==> config.mk <==
export PLATFORM = sky130hd
export DESIGN_NAME = llc_input_scheduler
export DESIGN_NICKNAME = d
export VERILOG_FILES = /design/src/rtl/llc_input_scheduler_pkg.sv /design/src/rtl/llc_starve_counter.sv /design/src/rtl/llc_input_scheduler.sv
export SDC_FILE = /design/constraint.sdc
export NUM_CORES = 1
export LEC_CHECK = 0
export ABC_CLOCK_PERIOD_IN_PS = 1400
export CORE_UTILIZATION = 34
export DETAILED_ROUTE_END_ITERATION = 12
export GPL_TIMING_DRIVEN = 0
export PLACE_DENSITY = 0.75
export REMOVE_ABC_BUFFERS = 1
export SKIP_CTS_REPAIR_TIMING = 1
export SLEW_MARGIN = 25
export SYNTH_ARGS = -nofsm -noshare
export SYNTH_HDL_FRONTEND = slang
export SYNTH_SLANG_ARGS = --single-unit
==> constraint.sdc <==
create_clock -name clk -period 1.4 [get_ports clk]
set_input_delay 0.14 -clock clk [delete_from_list [all_inputs] [get_ports clk]]
set_output_delay 0.14 -clock clk [all_outputs]
set_load 0.005 [all_outputs]
==> src/rtl/llc_input_scheduler_pkg.sv <==
// rtl/llc_input_scheduler_pkg.sv - shared constants, state type and pick helper for the LLC input scheduler
//
// Purpose: source index constants, scheduler FSM state type, default starvation
//          limit and the fixed-priority one-hot picker used by the scheduler.
// Ports:   none (package).

package llc_input_scheduler_pkg;

   // Grant bit positions; a lower index means a higher fixed priority.
   localparam int LLC_SRC_RESUME   = 0;
   localparam int LLC_SRC_RST_TB   = 1;
   localparam int LLC_SRC_RSP      = 2;
   localparam int LLC_SRC_REQ      = 3;
   localparam int LLC_SRC_DMA      = 4;
   localparam int LLC_NUM_SRC      = 5;

   localparam int LLC_STARVE_LIMIT = 8;

   typedef enum logic [1:0] {
      LLC_ST_IDLE   = 2'd0,
      LLC_ST_DECODE = 2'd1,
      LLC_ST_RD_SET = 2'd2
   } llc_sched_state_t;

   // Isolates the lowest set bit, which is the highest-priority eligible source.
   function automatic logic [LLC_NUM_SRC-1:0] llc_pick_fixed(input logic [LLC_NUM_SRC-1:0] elig);
      return elig & (~elig + LLC_NUM_SRC'(1));
   endfunction

endpackage

==> src/rtl/llc_starve_counter.sv <==
// rtl/llc_starve_counter.sv - saturating skipped-grant counter for one starvable source
//
// Purpose: counts decisions in which its source was eligible but lost; saturates
//          at LIMIT and clears when the source is granted.
// Ports:
//   i_clk       clock
//   i_rst       asynchronous active-high reset
//   i_inc       source eligible but not granted this decision
//   i_clr       source granted this decision (wins over i_inc)
//   o_at_limit  counter equals LIMIT

module llc_starve_counter #(
   parameter int LIMIT = 8,
   parameter int W     = $clog2(LIMIT + 1)
) (
   input  logic i_clk,
   input  logic i_rst,
   input  logic i_inc,
   input  logic i_clr,
   output logic o_at_limit
);

   logic [W-1:0] r_cnt;

   always_ff @(posedge i_clk or posedge i_rst) begin
      if (i_rst) begin
         r_cnt <= '0;
      end else if (i_clr) begin
         r_cnt <= '0;
      end else if (i_inc && (r_cnt != W'(LIMIT))) begin
         r_cnt <= r_cnt + W'(1);
      end
   end

   assign o_at_limit = (r_cnt == W'(LIMIT));

endmodule

==> src/rtl/llc_input_scheduler.sv <==
// rtl/llc_input_scheduler.sv - LLC input decode sequencer: source arbitration, decoder strobes, channel pops
//
// Purpose: in IDLE picks one eligible source (resume > rst_tb > rsp > req > dma),
//          holds it in grant, strobes decode_en for one cycle, then rd_set_en until
//          pipe_ready, popping the granted channel in the accepting cycle.
// Build option: LLC_STARVE_GUARD_EN adds req/dma starvation counters that promote
//          a starved source above rst_tb and rsp.
// Ports:
//   clk, rst                      clock, asynchronous active-high reset
//   rst_tb_valid, rsp_valid,
//   req_valid, dma_req_valid      channel inputs pending
//   rst_stall, flush_stall        sweep stalled, resume wanted
//   req_stall                     masks req and dma
//   recall_pending                only rsp may be chosen
//   pipe_ready                    lookup stage accepts the set read
//   grant[4:0]                    one-hot {dma, req, rsp, rst_tb, resume}
//   decode_en, rd_set_en          decoder strobes
//   rst_tb_pop, rsp_pop,
//   req_pop, dma_req_pop          channel dequeue pulses
//   busy                          FSM not idle
//   starve_promote                current grant won by starvation promotion

module llc_input_scheduler
   import llc_input_scheduler_pkg::*;
#(
   parameter int STARVE_LIMIT = LLC_STARVE_LIMIT
) (
   input  logic       clk,
   input  logic       rst,
   input  logic       rst_tb_valid,
   input  logic       rsp_valid,
   input  logic       req_valid,
   input  logic       dma_req_valid,
   input  logic       rst_stall,
   input  logic       flush_stall,
   input  logic       req_stall,
   input  logic       recall_pending,
   input  logic       pipe_ready,
   output logic [4:0] grant,
   output logic       decode_en,
   output logic       rd_set_en,
   output logic       rst_tb_pop,
   output logic       rsp_pop,
   output logic       req_pop,
   output logic       dma_req_pop,
   output logic       busy,
   output logic       starve_promote
);

   llc_sched_state_t       r_state;
   llc_sched_state_t       w_state_next;
   logic [LLC_NUM_SRC-1:0] w_elig;
   logic [LLC_NUM_SRC-1:0] w_fixed;
   logic [LLC_NUM_SRC-1:0] w_pick;
   logic [LLC_NUM_SRC-1:0] r_grant;
   logic                   w_promote;
   logic                   r_promote;
   logic                   w_decide;
   logic                   w_accept;
   logic                   w_decode_en;
   logic                   w_rd_set_en;

   always_comb begin
      w_elig                 = '0;
      w_elig[LLC_SRC_RESUME] = rst_stall | flush_stall;
      w_elig[LLC_SRC_RST_TB] = rst_tb_valid;
      w_elig[LLC_SRC_RSP]    = rsp_valid;
      w_elig[LLC_SRC_REQ]    = req_valid & ~req_stall;
      w_elig[LLC_SRC_DMA]    = dma_req_valid & ~req_stall;
      // An outstanding recall can only be retired by a response.
      if (recall_pending) begin
         w_elig = w_elig & (LLC_NUM_SRC'(1) << LLC_SRC_RSP);
      end
   end

   assign w_fixed  = llc_pick_fixed(w_elig);
   assign w_decide = (r_state == LLC_ST_IDLE) && (|w_elig);

`ifdef LLC_STARVE_GUARD_EN
   localparam int CNT_W = $clog2(STARVE_LIMIT + 1);

   logic w_req_at_limit;
   logic w_dma_at_limit;
   logic w_promo_ok;
   logic w_promote_req;
   logic w_promote_dma;

   // Resume and recall handling are never overtaken by a starved source.
   assign w_promo_ok    = ~w_elig[LLC_SRC_RESUME] & ~recall_pending;
   assign w_promote_req = w_promo_ok & w_elig[LLC_SRC_REQ] & w_req_at_limit;
   assign w_promote_dma = w_promo_ok & w_elig[LLC_SRC_DMA] & w_dma_at_limit & ~w_promote_req;
   assign w_promote     = w_promote_req | w_promote_dma;

   always_comb begin
      w_pick = w_fixed;
      if (w_promote_req) begin
         w_pick = LLC_NUM_SRC'(1) << LLC_SRC_REQ;
      end else if (w_promote_dma) begin
         w_pick = LLC_NUM_SRC'(1) << LLC_SRC_DMA;
      end
   end

   llc_starve_counter #(
      .LIMIT (STARVE_LIMIT),
      .W     (CNT_W)
   ) u_req_starve (
      .i_clk      (clk),
      .i_rst      (rst),
      .i_inc      (w_decide & w_elig[LLC_SRC_REQ] & ~w_pick[LLC_SRC_REQ]),
      .i_clr      (w_decide & w_pick[LLC_SRC_REQ]),
      .o_at_limit (w_req_at_limit)
   );

   llc_starve_counter #(
      .LIMIT (STARVE_LIMIT),
      .W     (CNT_W)
   ) u_dma_starve (
      .i_clk      (clk),
      .i_rst      (rst),
      .i_inc      (w_decide & w_elig[LLC_SRC_DMA] & ~w_pick[LLC_SRC_DMA]),
      .i_clr      (w_decide & w_pick[LLC_SRC_DMA]),
      .o_at_limit (w_dma_at_limit)
   );
`else
   logic w_unused_limit;

   assign w_pick         = w_fixed;
   assign w_promote      = 1'b0;
   assign w_unused_limit = (STARVE_LIMIT == 0);
`endif

   always_ff @(posedge clk or posedge rst) begin
      if (rst) begin
         r_state <= LLC_ST_IDLE;
      end else begin
         r_state <= w_state_next;
      end
   end

   always_comb begin
      w_state_next = r_state;
      w_decode_en  = 1'b0;
      w_rd_set_en  = 1'b0;
      w_accept     = 1'b0;
      case (r_state)
         LLC_ST_IDLE: begin
            if (|w_elig) begin
               w_state_next = LLC_ST_DECODE;
            end
         end
         LLC_ST_DECODE: begin
            w_decode_en  = 1'b1;
            w_state_next = LLC_ST_RD_SET;
         end
         LLC_ST_RD_SET: begin
            w_rd_set_en = 1'b1;
            if (pipe_ready) begin
               w_accept     = 1'b1;
               w_state_next = LLC_ST_IDLE;
            end
         end
         default: begin
            w_state_next = LLC_ST_IDLE;
         end
      endcase
   end

   // Grant is captured at the decision and held, so late changes on the
   // valid or recall inputs cannot redirect a transaction in flight.
   always_ff @(posedge clk or posedge rst) begin
      if (rst) begin
         r_grant   <= '0;
         r_promote <= 1'b0;
      end else if (w_decide) begin
         r_grant   <= w_pick;
         r_promote <= w_promote;
      end else if (w_accept) begin
         r_grant   <= '0;
         r_promote <= 1'b0;
      end
   end

   assign grant          = r_grant;
   assign starve_promote = r_promote;
   assign decode_en      = w_decode_en;
   assign rd_set_en      = w_rd_set_en;
   assign busy           = (r_state != LLC_ST_IDLE);
   assign rst_tb_pop     = w_accept & r_grant[LLC_SRC_RST_TB];
   assign rsp_pop        = w_accept & r_grant[LLC_SRC_RSP];
   assign req_pop        = w_accept & r_grant[LLC_SRC_REQ];
   assign dma_req_pop    = w_accept & r_grant[LLC_SRC_DMA];

endmodule

Word level (Yosys, flattened, before mapping)
Index checks and enable logic that the tools add are counted.
- add/sub/neg operators: 1
- eq/ne operators: 4
- mux-type cells: 12
- bitwise operators: 10
- reductions and logical operators: 6
- operators with widths (cell ; number):
    two-way mux 5 bit ; 3
    bitwise AND 1 bit ; 6
    two-way mux 1 bit ; 6
    case mux 2 bit (3 select lines) ; 1
    adder 5 x 1 -> 5 bit, second input constant ; 1
    bitwise AND 5 bit ; 1
    NOT 5 bit ; 1
    OR reduction 5 bit ; 1
    two-way mux 2 bit ; 2
    nonzero test 2 bit ; 2
    == test 2 x 1 -> 1 bit, second input constant ; 1
    == test 2 bit, second input constant ; 1
    zero test 2 bit ; 1
    inequality test 2 x 1 -> 1 bit, second input constant ; 1
    inequality test 2 bit, second input constant ; 1
    AND reduction 2 bit ; 1
    logical AND 1 bit ; 1
    NOT 1 bit ; 1
    OR 1 bit ; 1
- register bits: 8
- input port bits: 11
- word-level logic and storage cells: 36

Logic depth before layout (Yosys ltp)
Gate-level depths: netlist of run 1.
- word-level depth: 7
- gate-level depth with buffers: 4
- mapped depth without buffers: 3

Least setup slack after synthesis of run 1
No wires, ideal clock.
- path type: register to register
- from: register r_state[1]
- to: register r_grant[2] (netlist: grant[2])
- setup time: 0.130 ns
- data arrival time: 1.188 ns
- data required time: 1.270 ns
- slack: 0.083 ns
- cell stages (with the launch flop): 5
- path buffers: 1
- period minus slack after synthesis: 1.317 ns
- cell sequence: dfrtp_1 -> buf_6 -> or4b_1 -> a21oi_1 -> o32ai_1
- cells in the longest elaborated chain, start to end: 3
- elaborated cells on any way between the ends: 6
- those cells by class: eq/ne (1); mux (2); reduce/logical (3)
- ends and longest elaborated chain (element ; line ; source):
    from (decl) ; llc_input_scheduler.sv:50 ; llc_sched_state_t r_state;
    from (signal assigned) ; llc_input_scheduler.sv:136 ; r_state <= w_state_next;
    == test 2 bit / zero test 2 bit (equally long branches) ; llc_input_scheduler.sv:145, llc_input_scheduler.sv:77 ;
    two-way mux 1 bit / logical AND 1 bit (equally long branches) ; llc_input_scheduler.sv:145, llc_input_scheduler.sv:77 ;
    nonzero test 2 bit (no source line) / two-way mux 5 bit (equally long branches) ; n/a ;
    to (signal assigned) ; llc_input_scheduler.sv:175 ; r_grant <= w_pick;
    to (decl) ; llc_input_scheduler.sv:55 ; logic [LLC_NUM_SRC-1:0] r_grant;
Several ways; a longest one is shown, not always the timed one.
A chain may end at the register's enable or synchronous reset.

Worst setup path after layout of run 1
Same ends and word-level chain as after synthesis.

==> impl_metrics.csv, run 1 <==
group,metric,value,unit
outcome,run_status,"finished, violations left",
outcome,violations,"negative setup slack",
setup_path,slowest_delay,0.50,ns
synth,yosysWarnings,0,
floorplanning,io_pins,24,
drt,avgViaCountPerCell,5.07,
layout,layoutNonFillerInstCount,103,
floorplanning,start_util,37.3,%
pwr,p_leak,0.000394,uW
cts,numCtsBuffers,3,
placed_design,dp_hpwl,974,um
synth,synth_area,492,um2
timing,fin_crit_sh,105,%
synth,syn_avg_cell_area,8.48,um2
timing,fin_ws,-0.0695,ns
synth,synthTopCellsByArea,"dfrtp_1 (36%), inv_1 (5.3%), or4b_1 (4.1%), and3_1 (3.8%), a32oi_1 (3.6%)",
layout,antennaDiodeCount,0,
placed_design,io_buffers,22,
setup_path,critPathBufInv,1,
timing,fmax,681,MHz
cts,clkLatencyLatePin,0.25,ns
setup_path,path_cells,"buf_4 > or4b_1 > a21oi_1 > o32ai_1",
setup_path,r2r_cells,4,
drt,drtIter0Drc,6,
grt,grt_pass1_wl,1950,um
synth,yosysUniqueCellTypes,28,
timing,finalSetupViolations,1,
job,max_cap_viol_count,0,
setup_path,reg2reg_from,"r_state[1]",
synth,synthTopCellsByCount,"dfrtp_1 (7), inv_1 (7), nor2_1 (4)",
grt,grt_antenna_before_repair,0,
timing,clock_skew,0.00844,ns
floorplanning,core-area,0.00132,mm2
setup_path,required,1.53,ns
setup_path,startpoint,"r_state[1]",
synth,ys.flop_type,"dfrtp_1",
drt,drcViolationCount,0,
synth,synth_edf_count,0,
floorplanning,fp-row-count,13,
synth,synth_cells,58,
timing,hold_viol,0,
setup_path,critical_path_arrival,1.59,ns
timing,period_needed,1.47,ns
synth,synth.top_cell.area_share,35.6,%
cts,htreeDepth,1,
timing,setup_tns,-0.0695,ns
pwr,p_per_area,1550,mW/mm2
setup_path,rrSetupSlack,-0.07,ns
cts,clk_path_buf_depth,2,
cts,path_clk_slew,0.06,ns
placed_design,place_congestion,0.747,
grt,grt-ovfl-total,0,
setup_path,path_class,"flop to flop",
synth,synth_top_area_cell,"dfrtp_1",
placed_design,post-place-ws,-0.363,ns
cts,cts.sinks,7,
setup_path,r2r-end,"grant[2]",
drt,avgRoutedWirePerCell,13.4,um
drt,firstDrtPassIters,2,
grt,grt_pass1_vias,444,
setup_path,slowest_stage,"or4b_1",
timing,rsz0062_at_grt,"true",
drt,ant_nets,0,
floorplanning,dieHeight,40.0,um
pwr,vdd_drop_max,0.939,mV
setup_path,cp-start-kind,"flop",
grt,grt_max_degree,10,
grt,track_usage,18.7,%
drt,dr_total_vias,522,
floorplanning,die-area,0.00160,mm2
timing,maxSlewViolCount,0,
timing,whs,0.106,ns
min_path,min_path_type,"input pin to async pin",
synth,ys_seq_area_share,35.6,%
layout,areaGrowthSynthToFinish,65.1,%
drt,drt-total-wl,1380,um
synth,ys_ff_latch,7,
cts,cts_tree,"done",
setup_path,end_kind,"flop",
setup_path,path_delay_family,"simple AND/OR/NAND/NOR gates",
layout,nets,100,
layout,drive_above_1_share,25.0,%
cts,root_buffer,"clkbuf_4",
synth,async_flop_share,100,%
floorplanning,die_w,40.0,um
setup_path,crit_fanout,6,
placed_design,dp_cells,93,
[per-stage QoR]
stage	utilization (%)	power (uW)	cell area (um2)
floorplan	-	603	473
global placement	54.0	904	712
detailed placement	54.0	911	712
CTS	56.0	1110	738
global route	61.6	1350	812
finish	61.6	1250	812
[layer usage]
| layer | up-vias | routed length [um] | share of wire [%] | global-route usage [%] |
|---|---|---|---|---|
| met5 | - | 0 | 0 | 0 |
| met3 | 2 | 49 | 3.5 | 3.33 |
| met2 | 13 | 669 | 48 | 27.0 |
| met4 | 0 | 5 | 0.36 | 7.76 |
| li1 | 270 | - | - | - |
| met1 | 237 | 659 | 48 | 27.1 |
[cells in the final DEF (no fill, tap or decap), types with 2 or more instances in the layout]
master	instances
clkbuf_2	2
a21oi_1	2
dfrtp_2	2
o2111ai_1	2
or2_2	2
nor3b_1	2
o211ai_1	2
dlymetal6s2s_1	3
nand2b_1	2
buf_4	5
nand2_1	3
buf_6	2
nor2_1	3
dfrtp_1	5
and3_1	2
clkdlybuf4s50_1	15
or4b_1	2
a32oi_1	2
clkbuf_4	3
inv_1	7
o21ai_0	2
[state kept, by name (all words and copies together), names as in the netlist]
signal	count
grant	5
r_state	2
[worst max-delay path by stage]
stage / cells after the start / endpoint
global route: 4 / grant[2]
detailed placement: 4 / rsp_pop
floorplan: 3 / grant[2]
finish: 4 / grant[2]
CTS: 3 / req_pop
global placement: 4 / rsp_pop
[where the power goes]
group          internal (uW)  switching, uW  leakage (uW)
registers                286            109     0.0000884
logic                    412            260      0.000290
clock network            109           78.4     0.0000150
total                    807            447      0.000394
[kinds of logic after synthesis]
logic type,count (synthesis),synth area share (%)
AO/OA/AOI/OAI,17,25.4
buffers and inverters,9,9.16
flip-flops,7,35.6
other,1,0.763
AND/OR/NAND/NOR,24,29.0
[area by class of cell]
cell class | instances | area, um2
fill | 122 | 505
multi-input combinational | 42 | 300
timing repair buffer | 28 | 263
sequential | 7 | 178
clock buffer | 4 | 26.3
inverter | 7 | 26.3
tap | 15 | 18.8
Note: power is estimated with default switching activity, not from simulation.
==> run 2: changes to the inputs <==
SKIP_CTS_REPAIR_TIMING = not set   (was 1)
==> run 2 against run 1 <==
Clock skew fell by 0.0054 ns. Non-clock buffer count rose by 4. Die area did not move. Utilization rose by 4.7 points. Critical path depth rose by 1. Via count rose by 14%. Largest power group unchanged. Critical path type is now flop to primary output. Sequential cell count did not move. The flow still finishes with violations (negative setup slack). Clock power barely moved. Final area rose by 7.6%.
==> impl_metrics.csv, run 2 (synthesis results as in run 1) <==
group,metric,value,unit
pwr,power,1460,uW
cts,cts_tree,"done",
layout,final_cell_mix,"clkdlybuf4s50_1 (14), buf_4 (8), inv_1 (6)",
drt,drt-total-wl,1660,um
grt,grt_max_degree,9,
drt,drcViolationCount,0,
drt,avgViaCountPerCell,5.57,
cts,clk_path_buf_depth,2,
layout,drive_above_1_share,32.6,%
grt,grt-ovfl-total,0,
pwr,switchingPower,544,uW
timing,clock_skew,0.00304,ns
floorplanning,die-area,0.00160,mm2
setup_path,required,1.26,ns
job,max_cap_viol_count,0,
layout,final_area,873,um2
floorplanning,dieHeight,40.0,um
pwr,seq_power_share,24.9,%
pwr,p_int,913,uW
cts,numCtsBuffers,3,
grt,grt_pass1_wl,2300,um
floorplanning,io_pins,24,
pwr,p_comb_share,62.3,%
layout,n_fill_cell,108,
placed_design,post-place-ws,-0.363,ns
placed_design,dp_cells,93,
timing,maxSlewViolCount,0,
layout,areaGrowthSynthToFinish,77.6,%
timing,fmax,691,MHz
outcome,run_status,"finished, violations left",
floorplanning,fp-row-count,13,
cts,cts.sinks,7,
pwr,vdd_drop_max,0.924,mV
drt,dr_total_vias,596,
layout,final_common_cell,"clkdlybuf4s50_1",
timing,finalSetupViolations,4,
layout,largest_reg_flops,5,
drt,drtIter0Drc,12,
drt,avgRoutedWirePerCell,15.5,um
cts,clkLatencyLatePin,0.25,ns
layout,antennaDiodeCount,0,
layout,layoutNonFillerInstCount,107,
setup_path,path_class,"flop to primary output",
min_path,min_path_type,"input pin to async pin",
cts,path_clk_slew,0.06,ns
setup_path,slowest_stage,"dfrtp_2",
pwr,p_per_area,1670,mW/mm2
placed_design,place_congestion,0.747,
floorplanning,die_w,40.0,um
timing,rsz0062_at_grt,"true",
setup_path,critical_path_arrival,1.31,ns
placed_design,dp_hpwl,974,um
setup_path,path_cells,"buf_6 > nor2b_4 > buf_4 > and3_1 > buf_2",
layout,nets,104,
floorplanning,start_util,37.3,%
placed_design,place_area,712,um2
timing,fin_ws,-0.0471,ns
drt,ant_nets,0,
setup_path,crit_fanout,4,
pwr,clock_power_share,12.8,%
cts,root_buffer,"clkbuf_4",
floorplanning,core-area,0.00132,mm2
cts,htreeDepth,1,
pwr,p_sw_share,37.3,%
drt,firstDrtPassIters,4,
timing,period_needed,1.45,ns
timing,fin_crit_sh,103,%
timing,setup_tns,-0.168,ns
cts,ctsHoldBuffers,0,
setup_path,cp-start-kind,"flop",
placed_design,io_buffers,22,
outcome,violations,"negative setup slack",
pwr,p_leak,0.000392,uW
setup_path,slowest_delay,0.43,ns
grt,grt_antenna_before_repair,0,
grt,grt_pass1_vias,521,
setup_path,end_kind,"primary output",
grt,track_usage,22.0,%
timing,hold_viol,0,
[run 2: changes by cell type in the layout (fill, tap and decap cells not counted), moves of 2 or more]
cell,delta
clkdlybuf4s15_1,+2
dlygate4sd2_1,+3
dlymetal6s2s_1,-3
buf_4,+3
[run 2: critical path: cells and delay by family (launching register included)]
kind,cells,cell delay [ns]
buffers and inverters,3,0.36
DFF,1,0.43
and+or+nand+nor,2,0.26
[run 2: power groups by stage]
stage | Clock, uW | Combinational, uW | Sequential, uW
floorplan | 0 | 246 | 357
global placement | 0 | 533 | 371
detailed placement | 0 | 537 | 374
CTS | 187 | 749 | 354
global route | 198 | 966 | 372
finish | 186 | 907 | 363
[run 2: final timing paths]
| kind | startpoint | endpoint | slack, ns | depth (start not counted) |
|---|---|---|---|---|
| worst max-delay path | r_state[0] | dma_req_pop | -0.05 | 5 |
| worst min register to register | grant[0] | grant[0] | 0.58 | 2 |
| worst max register to register | r_state[1] | grant[2] | -0.04 | 4 |
| worst min-delay path | rst | grant[2] | 0.11 | 2 |
| min in group clk | pipe_ready | r_state[1] | 0.42 | 3 |
| max in group asynchronous | rst | r_state[1] | 1.06 | 2 |
[run 2: area by class of cell]
cell class              instances  area, um2  area share [%]
inverters                       7       26.3            3.01
clock buffers                   4       26.3            3.01
well taps                      15       18.8            2.15
flip-flops and latches          7        178            20.3
repair buffers                 32        290            33.2
multi-input cells              42        334            38.3
[run 2: stage by stage]
stage	util, %	hold slack [ns]
final	66.3	0.112
after global placement	54.0	0.384
after floorplan	-	-0.0566
after detailed placement	54.0	0.383
after global routing	66.3	0.153
after CTS	61.6	0.124
[run 2: layer usage]
| layer | share of wire (%) | wire, um | up-vias | GRT usage [%] |
|---|---|---|---|---|
| met1 | 44 | 734 | 294 | 27.5 |
| li1 | - | - | 278 | - |
| met5 | 0 | 0 | - | 0 |
| met2 | 50 | 832 | 22 | 37.1 |
| met3 | 5.4 | 89 | 2 | 3.89 |
| met4 | 0.30 | 5 | 0 | 8.62 |
[run 2: repair_timing]
item	CTS	global route
buffers inserted	8	2
endpoints found under the setup margin	7	8
endpoints found under the hold margin	0	0
pin swaps	2	5
resized for setup	20	16
==> run 3: changes to the inputs <==
GPL_TIMING_DRIVEN = not set   (was 0)
==> run 3 against run 2 <==
The flow still finishes with violations (negative setup slack). Hold slack got worse by 0.00093 ns. Fmax grew 2.2%. Non-clock buffer count up 4. Sequential power is 2% lower. Wire length down 12%. Utilization up 1.3 points. Critical path depth unchanged. Die area is the same. Cell count up 3.7%. Global-route usage fell by 1.1 points. Critical path type unchanged. Final area increased by 2.0%. Setup slack improved by 0.031 ns.
==> impl_metrics.csv, run 3 (synthesis results as in run 1) <==
group,metric,value,unit
outcome,run_status,"finished, violations left",
outcome,violations,"negative setup slack",
timing,fmax,706,MHz
setup_path,r2r-end,"grant[2]",
floorplanning,die_w,40.0,um
timing,whs,0.111,ns
timing,maxSlewViolCount,0,
cts,clk_path_buf_depth,2,
cts,clkLatencyLatePin,0.25,ns
setup_path,slowest_stage,"dfrtp_1",
timing,fin_ws,-0.0156,ns
placed_design,dp_hpwl,1100,um
setup_path,end_kind,"primary output",
layout,final_common_cell,"clkdlybuf4s50_1",
setup_path,cp-start-kind,"flop",
timing,finalSetupViolations,1,
drt,dr_total_vias,570,
grt,track_usage,20.9,%
placed_design,place_congestion,0.786,
drt,ant_nets,0,
floorplanning,core-area,0.00132,mm2
layout,antennaDiodeCount,0,
job,max_cap_viol_count,0,
cts,htreeDepth,1,
drt,firstDrtPassIters,4,
grt,grt_pass1_wl,2170,um
grt,grt_max_degree,9,
timing,period_needed,1.42,ns
cts,cts.sinks,7,
cts,numCtsBuffers,3,
pwr,p_per_area,1580,mW/mm2
setup_path,rrSetupSlack,0.08,ns
pwr,power,1410,uW
setup_path,cpMostUsedCell,"buf_6",
drt,drt-total-wl,1470,um
drt,drcViolationCount,0,
setup_path,path_class,"flop to primary output",
layout,final_area,891,um2
drt,avgViaCountPerCell,5.14,
setup_path,required,1.26,ns
timing,fin_crit_sh,101,%
setup_path,slowest_delay,0.38,ns
placed_design,io_buffers,22,
floorplanning,dieHeight,40.0,um
layout,final_cell_mix,"clkdlybuf4s50_1 (15), buf_4 (10), inv_1 (7)",
setup_path,crit_fanout,4,
timing,rsz0062_at_grt,"true",
setup_path,reg2reg_from,"r_state[1]",
grt,grt_antenna_before_repair,0,
drt,drtIter0Drc,10,
grt,grt_pass1_vias,521,
pwr,vdd_drop_max,0.961,mV
setup_path,r2r_cells,3,
cts,cts_tree,"done",
drt,avgRoutedWirePerCell,13.2,um
layout,n_fill_cell,112,
layout,drive_above_1_share,34.4,%
timing,setup_tns,-0.0156,ns
placed_design,post-place-ws,-0.223,ns
pwr,p_int,916,uW
timing,hold_viol,0,
pwr,p_leak,0.000407,uW
cts,ctsHoldBuffers,0,
floorplanning,fp-row-count,13,
pwr,clock_power_share,13.3,%
setup_path,path_cells,"buf_6 > nor2b_4 > buf_6 > and3_4 > buf_6",
setup_path,critical_path_arrival,1.28,ns
floorplanning,io_pins,24,
pwr,seq_power_share,25.2,%
placed_design,place_area,787,um2
pwr,switchingPower,491,uW
pwr,p_sw_share,34.9,%
layout,areaGrowthSynthToFinish,81.2,%
floorplanning,start_util,37.3,%
cts,root_buffer,"clkbuf_4",
layout,nets,108,
floorplanning,die-area,0.00160,mm2
timing,clock_skew,0.000227,ns
cts,path_clk_slew,0.05,ns
layout,largest_reg_flops,5,
pwr,p_comb_share,61.5,%
grt,grt-ovfl-total,0,
min_path,min_path_type,"input pin to async pin",
[run 3: cell count changes in the layout (fill, tap and decap cells not counted), moves of 2 or more]
cell,previous run,this run
and3_1,2,0
and3_4,1,3
buf_4,8,10
buf_6,3,5
dlygate4sd2_1,3,1
[run 3: per-stage QoR]
stage / utilization [%] / std cells
after floorplan: - / 56
after global placement: 59.7 / 103
after detailed placement: 59.7 / 103
after CTS: 66.0 / 112
after global routing: 67.6 / 111
final: 67.6 / 111
[run 3: how the worst max path moves through the flow]
| stage | startpoint | to | slack [ns] | cells past startpoint |
|---|---|---|---|---|
| finish | r_state[0] | req_pop | -0.02 | 5 |
| global placement | pipe_ready | rsp_pop | -0.20 | 4 |
| global route | r_state[0] | req_pop | -0.06 | 5 |
| CTS | r_state[0] | req_pop | -0.13 | 5 |
| floorplan | r_state[1] | grant[2] | 0.13 | 3 |
| detailed placement | pipe_ready | rsp_pop | -0.22 | 4 |
[run 3: layout make-up]
type / count / area, um2 / share of cell area (%)
clock buffer: 4 / 26.3 / 2.95
multi-input combinational: 42 / 323 / 36.2
tap: 15 / 18.8 / 2.11
inverter: 7 / 26.3 / 2.95
sequential: 7 / 176 / 19.8
timing repair buffer: 36 / 320 / 36.0
[run 3: worst max-delay path, delay by kind of cell, from the launching register on]
family,cells,cell delay [ns]
buffers and inverters,3,0.33
DFF,1,0.38
and+or+nand+nor,2,0.32
[run 3: what timing repair did]
item,4_1_cts,5_1_grt
buffers inserted,5,1
pin swaps,1,3
gates cloned,0,0
endpoints found under the setup margin,9,11
gates resized for setup,21,17
[run 3: power groups by stage]
| stage | combinational, uW | clock (uW) | sequential [uW] |
|---|---|---|---|
| 2_1_floorplan | 246 | 0 | 357 |
| 3_3_place_gp | 689 | 0 | 349 |
| 3_5_place_dp | 688 | 0 | 352 |
| 4_1_cts | 813 | 190 | 342 |
| 5_1_grt | 938 | 200 | 369 |
| 6_report | 866 | 187 | 355 |
[run 3: per-layer routing]
metal	wire [um]	vias to the layer above	track usage, %
met5	0	-	0
met4	17	0	7.76
met3	52	2	3.33
met2	695	17	37.1
met1	702	260	24.8
li1	-	291	-
